**config.mk**
```make
export PLATFORM = sky130hd
export DESIGN_NAME = mux_nx1_pipe
export DESIGN_NICKNAME = d
export VERILOG_FILES = /design/src/rtl/alu_pkg.sv /design/src/rtl/alu_skid_buf.sv /design/src/rtl/mux_nx1_pipe.sv
export SDC_FILE = /design/constraint.sdc
export NUM_CORES = 1
export LEC_CHECK = 0
export CAP_MARGIN = 20
export CORE_MARGIN = 8
export CORE_UTILIZATION = 35
export CTS_BUF_LIST = sky130_fd_sc_hd__clkbuf_8
export DETAILED_ROUTE_END_ITERATION = 6
export GPL_TIMING_DRIVEN = 0
export PLACE_DENSITY = 0.75
export SYNTH_ARGS = -nofsm -noshare
export SYNTH_HDL_FRONTEND = slang
export SYNTH_HIERARCHICAL = 1
export SYNTH_SLANG_ARGS = --single-unit
```
**constraint.sdc**
```tcl
create_clock -name clk -period 2.11 [get_ports clk]
set_clock_uncertainty 0.2 [all_clocks]
set_input_delay 0.422 -clock clk [delete_from_list [all_inputs] [get_ports clk]]
set_output_delay 0.422 -clock clk [all_outputs]
set_load 0.02 [all_outputs]
```
**src/rtl/alu_pkg.sv**
```systemverilog
// Shared ALU datapath definitions: word width, result-select codes and a
// clog2 helper for tools that lack $clog2.
package alu_pkg;

  localparam int ALU_WIDTH = 32;

  function automatic int clog2(input int value);
    int result;
    int rem;
    result = 0;
    rem    = value - 1;
    while (rem > 0) begin
      result++;
      rem = rem >> 1;
    end
    return result;
  endfunction

  localparam int ALU_SEL_W = clog2(4);

  typedef enum logic [ALU_SEL_W-1:0] {
    ALU_SEL_ADD   = 2'd0,
    ALU_SEL_LOGIC = 2'd1,
    ALU_SEL_SHIFT = 2'd2,
    ALU_SEL_CMP   = 2'd3
  } alu_sel_e;

endpackage

```
**src/rtl/alu_skid_buf.sv**
```systemverilog
// Two-entry valid/ready skid buffer with fully registered outputs; in_ready
// comes straight from a flop so there is no combinational ready path.
module alu_skid_buf #(
  parameter int DW = 1
) (
  input  logic          clk,
  input  logic          rst_n,
  input  logic [DW-1:0] in_data,
  input  logic          in_valid,
  output logic          in_ready,
  output logic [DW-1:0] out_data,
  output logic          out_valid,
  input  logic          out_ready
);

  logic [DW-1:0] main_q;
  logic [DW-1:0] skid_q;
  logic          main_valid;
  logic          skid_valid;
  logic          acc;
  logic          emt;

  assign in_ready  = ~skid_valid;
  assign out_data  = main_q;
  assign out_valid = main_valid;
  assign acc       = in_valid & ~skid_valid;
  assign emt       = main_valid & out_ready;

  // NOTE: sequential state uses non-blocking assignments only, so every flop
  // samples the pre-edge values regardless of statement order.
  // The skid holding register is reset as well, so a discarded beat can
  // never reappear after reset.
  always_ff @(posedge clk or negedge rst_n) begin
    if (!rst_n) begin
      main_q     <= '0;
      skid_q     <= '0;
      main_valid <= 1'b0;
      skid_valid <= 1'b0;
    end else if (!main_valid || emt) begin
      // Main register is free this edge: refill from skid first to keep order.
      if (skid_valid) begin
        main_q     <= skid_q;
        main_valid <= 1'b1;
        skid_valid <= 1'b0;
      end else if (acc) begin
        main_q     <= in_data;
        main_valid <= 1'b1;
      end else begin
        main_valid <= 1'b0;
      end
    end else if (acc) begin
      skid_q     <= in_data;
      skid_valid <= 1'b1;
    end
  end

endmodule

```
**src/rtl/mux_nx1_pipe.sv**
```systemverilog
// Registered N-to-1 word selector with illegal-select flagging, feeding a
// two-entry skid buffer for full-throughput valid/ready operation.
module mux_nx1_pipe
  import alu_pkg::*;
#(
  parameter  int WIDTH  = ALU_WIDTH,
  parameter  int NUM_IN = 4,
  localparam int SEL_W  = clog2(NUM_IN)
) (
  input  logic                    clk,
  input  logic                    rst_n,
  input  logic [NUM_IN*WIDTH-1:0] in_data,
  input  logic [SEL_W-1:0]        in_sel,
  input  logic                    in_valid,
  output logic                    in_ready,
  output logic [WIDTH-1:0]        out_data,
  output logic [SEL_W-1:0]        out_sel,
  output logic                    out_err,
  output logic                    out_valid,
  input  logic                    out_ready
);

  localparam int DW = WIDTH + SEL_W + 1;

  logic [WIDTH-1:0] sel_data;
  logic             sel_err;
  logic [DW-1:0]    out_word;

  // NOTE: defaults first, then overrides, so no path leaves a variable
  // unassigned and no latch is inferred.
  // Codes at or above NUM_IN match no input and fall through as zero data
  // with the error flag set.
  always_comb begin
    sel_data = '0;
    sel_err  = 1'b1;
    for (int k = 0; k < NUM_IN; k++) begin
      if (int'(in_sel) == k) begin
        sel_data = in_data[k*WIDTH +: WIDTH];
        sel_err  = 1'b0;
      end
    end
  end

  alu_skid_buf #(
    .DW(DW)
  ) u_skid (
    .clk      (clk),
    .rst_n    (rst_n),
    .in_data  ({sel_data, in_sel, sel_err}),
    .in_valid (in_valid),
    .in_ready (in_ready),
    .out_data (out_word),
    .out_valid(out_valid),
    .out_ready(out_ready)
  );

  assign {out_data, out_sel, out_err} = out_word;

endmodule

```
-- After elaboration in Yosys (flattened, before gate mapping)
Cells that the tools add are included.
- input port bits: 134
- bits in registers: 72
- output and inout port bits: 37
- bitwise gates (word level): 4
- reductions and logical operators: 7
- equal/unequal tests: 3
- mux-type cells: 14
- operators by type and width (cell ; number):
    $mux W32 ; 4
    $mux W35 ; 2
    $mux W1 ; 8
    $eq A2 B2 Y1 const B ; 2
    $reduce_and A2 Y1 ; 2
    $reduce_bool A2 Y1 ; 2
    $and A1 B1 Y1 ; 2
    $eq A2 B1 Y1 const B ; 1
    $logic_not A2 Y1 ; 1
    $not A1 Y1 ; 2
    $logic_not A1 Y1 ; 1
    $logic_or A1 B1 Y1 ; 1

-- Longest topological paths before layout
- word-level depth: 7
- gate-level depth with buffers: 5

-- Hierarchy
Netlist, hierarchy kept.
- modules (own cells, without submodules) (module ; area each (um^2) ; times used ; cells each):
    alu_skid_buf ; 3123.0 ; 1 ; 195
    mux_nx1_pipe ; 818.3 ; 1 ; 40

-- Worst setup path after synthesis
Ideal clock, no wire load.
- path kind: input -> register
- start: in in_sel[0]
- end: reg u_skid.main_q[28], in the netlist u_skid/out_data[28]
- cell stages on the path: 5
- setup slack: 0.102 ns
- data arrival time: 1.684 ns
- data required time: 1.785 ns
- cells stage by stage: buf_6 > buf_12 > mux4_2 > mux2_2 > mux2_2
- cells in the longest elaborated chain, start to end: 7
- ends and longest elaborated chain (item ; line ; source):
    start, declared ; mux_nx1_pipe.sv:13 ; input logic [SEL_W-1:0] in_sel,
    $logic_not A2 Y1 ; mux_nx1_pipe.sv:37 ; if (int'(in_sel) == k) begin
    $mux W32 (3 in series) ; mux_nx1_pipe.sv:37 ;
    $mux W32 (*) ; mux_nx1_pipe.sv:37 ;
    named net sel_data[25] ; mux_nx1_pipe.sv:25 ; logic [WIDTH-1:0] sel_data;
    $mux W35 (*) ; alu_skid_buf.sv:45 ; end else if (acc) begin
    $mux W35 (*) ; alu_skid_buf.sv:41 ; if (skid_valid) begin
    end signal, assigned ; alu_skid_buf.sv:42 ; main_q <= skid_q;
    end signal, assigned ; alu_skid_buf.sv:46 ; main_q <= in_data;
    end, declared ; alu_skid_buf.sv:16 ; logic [DW-1:0] main_q;
Mark *: on every way through the listed nets, which the timed path passes. The rest lies on a longest branch. The select of a mux whose other input is x is not followed.
A chain may end at the register's enable or synchronous reset.

-- Worst setup path in the final report
- start: reg u_skid.skid_valid
- end: out in_ready
- cells in the longest elaborated chain, start to end: 1
- ends and longest elaborated chain (item ; line ; source):
    start, declared ; alu_skid_buf.sv:19 ; logic skid_valid;
    start signal, assigned ; alu_skid_buf.sv:38 ; skid_valid <= 1'b0;
    start signal, assigned ; alu_skid_buf.sv:44 ; skid_valid <= 1'b0;
    start signal, assigned ; alu_skid_buf.sv:53 ; skid_valid <= 1'b1;
    $not A1 Y1 ; alu_skid_buf.sv:23 ; assign in_ready = ~skid_valid;
    end, declared ; mux_nx1_pipe.sv:15 ; output logic in_ready,
Every way passes these cells.

==> results.sh <==
export IMPL_min_period_ns=2.02
export IMPL_ys_warn_count=6
export IMPL_final_common_cell="clkdlybuf4s50_1"
export IMPL_cp_end_kind="output port"
export IMPL_r2r_slack_ns=0.31
export IMPL_arrival_ns=1.40
export IMPL_clk_latency_ns=0.33
export IMPL_grt_max_degree=69
export IMPL_worst_slack_ns=0.0874
export IMPL_portBuffers=170
export IMPL_hold_viol=0
export IMPL_track_usage_pct=14.7
export IMPL_ys_types=15
export IMPL_floorplan_die_height_um=122
export IMPL_r2r_end="u_skid/out_data[11]$_DFFE_PN0P_"
export IMPL_dieArea_um2=14900
export IMPL_cp_cell_sequence="buf_6, buf_6, inv_1, clkdlybuf4s15_1"
export IMPL_pin_count=171
export IMPL_ir_drop_mv=0.364
export IMPL_max_stage_delay_ns=0.40
export IMPL_clock_tree_buffer_depth=2
export IMPL_initial_core_util_pct=36.0
export IMPL_cts_buffers=9
export IMPL_reg2reg_from="u_skid/skid_valid$_DFFE_PN0P_"
export IMPL_fmax_ghz=0.494
export IMPL_period_share_pct=95.9
export IMPL_clkTransAtPathRegs_ns=0.07
export IMPL_powerDensity_nw_per_um2=786
export IMPL_fin_tns_setup_ns=0
export IMPL_grt_pass1_vias=3206
export IMPL_htreeDepth=3
export IMPL_syn_area_um2=3940
export IMPL_hold_end="u_skid/skid_q[1]$_DFFE_PN0P_"
export IMPL_coreArea_um2=10900
export IMPL_drc=0
export IMPL_cts_num_sinks=72
export IMPL_cp_common_cell="buf_6"
export IMPL_drive_gt1_share_pct=41.5
export IMPL_min_from="in_sel[0]"
export IMPL_setup_violations=0
export IMPL_maxCapViolations=0
export IMPL_hold_class="input port to flip-flop"
export IMPL_crit_slowest_cell="dfrtp_1"
export IMPL_hold_depth=2
export IMPL_maxSlewViolCount=0
export IMPL_vias=2837
export IMPL_critPathLaunchType="flip-flop"
export IMPL_required_ns=1.49
export IMPL_avgSynthCellArea_um2=16.8
export IMPL_die_w_um=122
export IMPL_cts_tree="built"
export IMPL_ys_seq_area_share_pct=45.7
export IMPL_dpl_worst_slack_ns=-0.563
export IMPL_synth_area_leaders="dfrtp_1, mux2_2, mux4_2, buf_12, buf_6"
export IMPL_rsz0062_at_grt="no"
export IMPL_wire_per_inst_um=18.9
export IMPL_grt_overflow_total=0
export IMPL_netlist_top_cell_by_area="dfrtp_1"
export IMPL_ant_nets=0
export IMPL_drtIter0Drc=100
export IMPL_synth_cells=235
export IMPL_via_per_inst=4.99
export IMPL_status="finished clean"
export IMPL_nets=558
export IMPL_power_total_mw=4.81
export IMPL_root_buffer="clkbuf_8"
export IMPL_routed_wl_um=10700
export IMPL_grt_pass1_wl_um=16900
export IMPL_path_max_fanout=10
export IMPL_dp_hpwl_um=8470
export IMPL_firstDrtPassIters=4
export IMPL_area_growth_pct=55.5
export IMPL_synth_seq_cells=72
export IMPL_yosys_area_top_type_share_pct=45.7
export IMPL_gp_congestion=0.707
export IMPL_rows=38
export IMPL_layout_common_cells="clkdlybuf4s50_1, mux2_2, dfrtp_1"
export IMPL_reg2reg_depth=4
export IMPL_p_leak_nw=2.43
export IMPL_path_class="flip-flop to output port"
export IMPL_n_antenna_cell=0
export IMPL_antenna_found_initial=0
## cell families after synthesis
group,count (synthesis),share of synthesized area [%]
and+or+nand+nor,6,1.27
DFF,72,45.7
buffers and inverters,19,4.44
muxes,137,48.5
other,1,0.0951
## worst max path at each step
stage / start / endpoint / slack [ns] / cells after the start
detailed placement: in_sel[1] / u_skid/out_data[7]$_DFFE_PN0P_ / -0.56 / 5
global placement: rst_n / u_skid/out_data[0]$_DFFE_PN0P_ / -2.08 / 1
finish: u_skid/skid_valid$_DFFE_PN0P_ / in_ready / 0.09 / 4
floorplan: in_sel[0] / u_skid/out_data[28]$_DFFE_PN0P_ / 0.10 / 5
global route: u_skid/skid_valid$_DFFE_PN0P_ / in_ready / 0.03 / 4
CTS: in_sel[0] / u_skid/out_data[4]$_DFFE_PN0P_ / 0.0001 / 6
## registers in the layout, summed over array words and instances (netlist names)
name and count:
u_skid/out_valid 1, u_skid/skid_valid 1, u_skid/out_data 35, u_skid/skid_q 35
## per-stage QoR
step                utilization (%)  hold slack, ns  cell area, µm²  std cells
finish                         56.1           0.173            6130        569
global route                   56.1           0.147            6130        569
CTS                            55.9           0.211            6110        567
detailed placement             53.5          0.0390            5850        547
global placement               53.2           0.283            5820        546
floorplan                         -         -0.0736            3950        236
## cell usage after synthesis
cell type,count
buf_12,3
buf_2,8
buf_4,2
buf_6,5
conb_1,1
dfrtp_1,72
inv_1,1
mux2_2,105
mux4_1,2
mux4_2,30
nand2_1,1
nand2b_4,1
nor2_1,2
nor2b_1,1
nor3b_4,1
## layout make-up
type | instances | area [µm²]
clock buffer | 10 | 138
tap | 140 | 175
sequential | 72 | 1800
multi-input combinational | 145 | 1970
buffer | 18 | 190
clock inverter | 6 | 60.1
timing repair buffer | 177 | 1790
fill | 933 | 4810
inverter | 1 | 3.75
## power breakdown
group	leakage (nW)	internal (mW)	total [mW]	switching (mW)
Clock	0.103	0.572	1.07	0.501
Combinational	1.47	1.10	1.79	0.688
Sequential	0.848	1.77	1.95	0.185
Total	2.43	3.44	4.81	1.37
## routing by layer
metal  part of all wire, %  vias to the layer above  GRT usage [%]
li1                      -                     1280              -
met1                    39                     1438           16.4
met2                    51                      109           25.3
met3                   9.2                       10           5.97
met4                  0.99                        0           4.34
met5                     0                        -              0
## critical path, delay by kind of cell, from the launching register on
kind	cells	cell delay [ns]
buffers and inverters	4	0.67
flip-flops	1	0.40
## what timing repair did
item | in CTS | in global routing
endpoints found under the setup margin | 33 | 43
buffers inserted | 2 | 2
pin swaps | 0 | 1
gates resized for setup | 8 | 5
hold endpoints to repair | 72 | 0
gates cloned | 1 | 0
hold buffers | 1 | 0
Power figures use the tool's default switching activity.
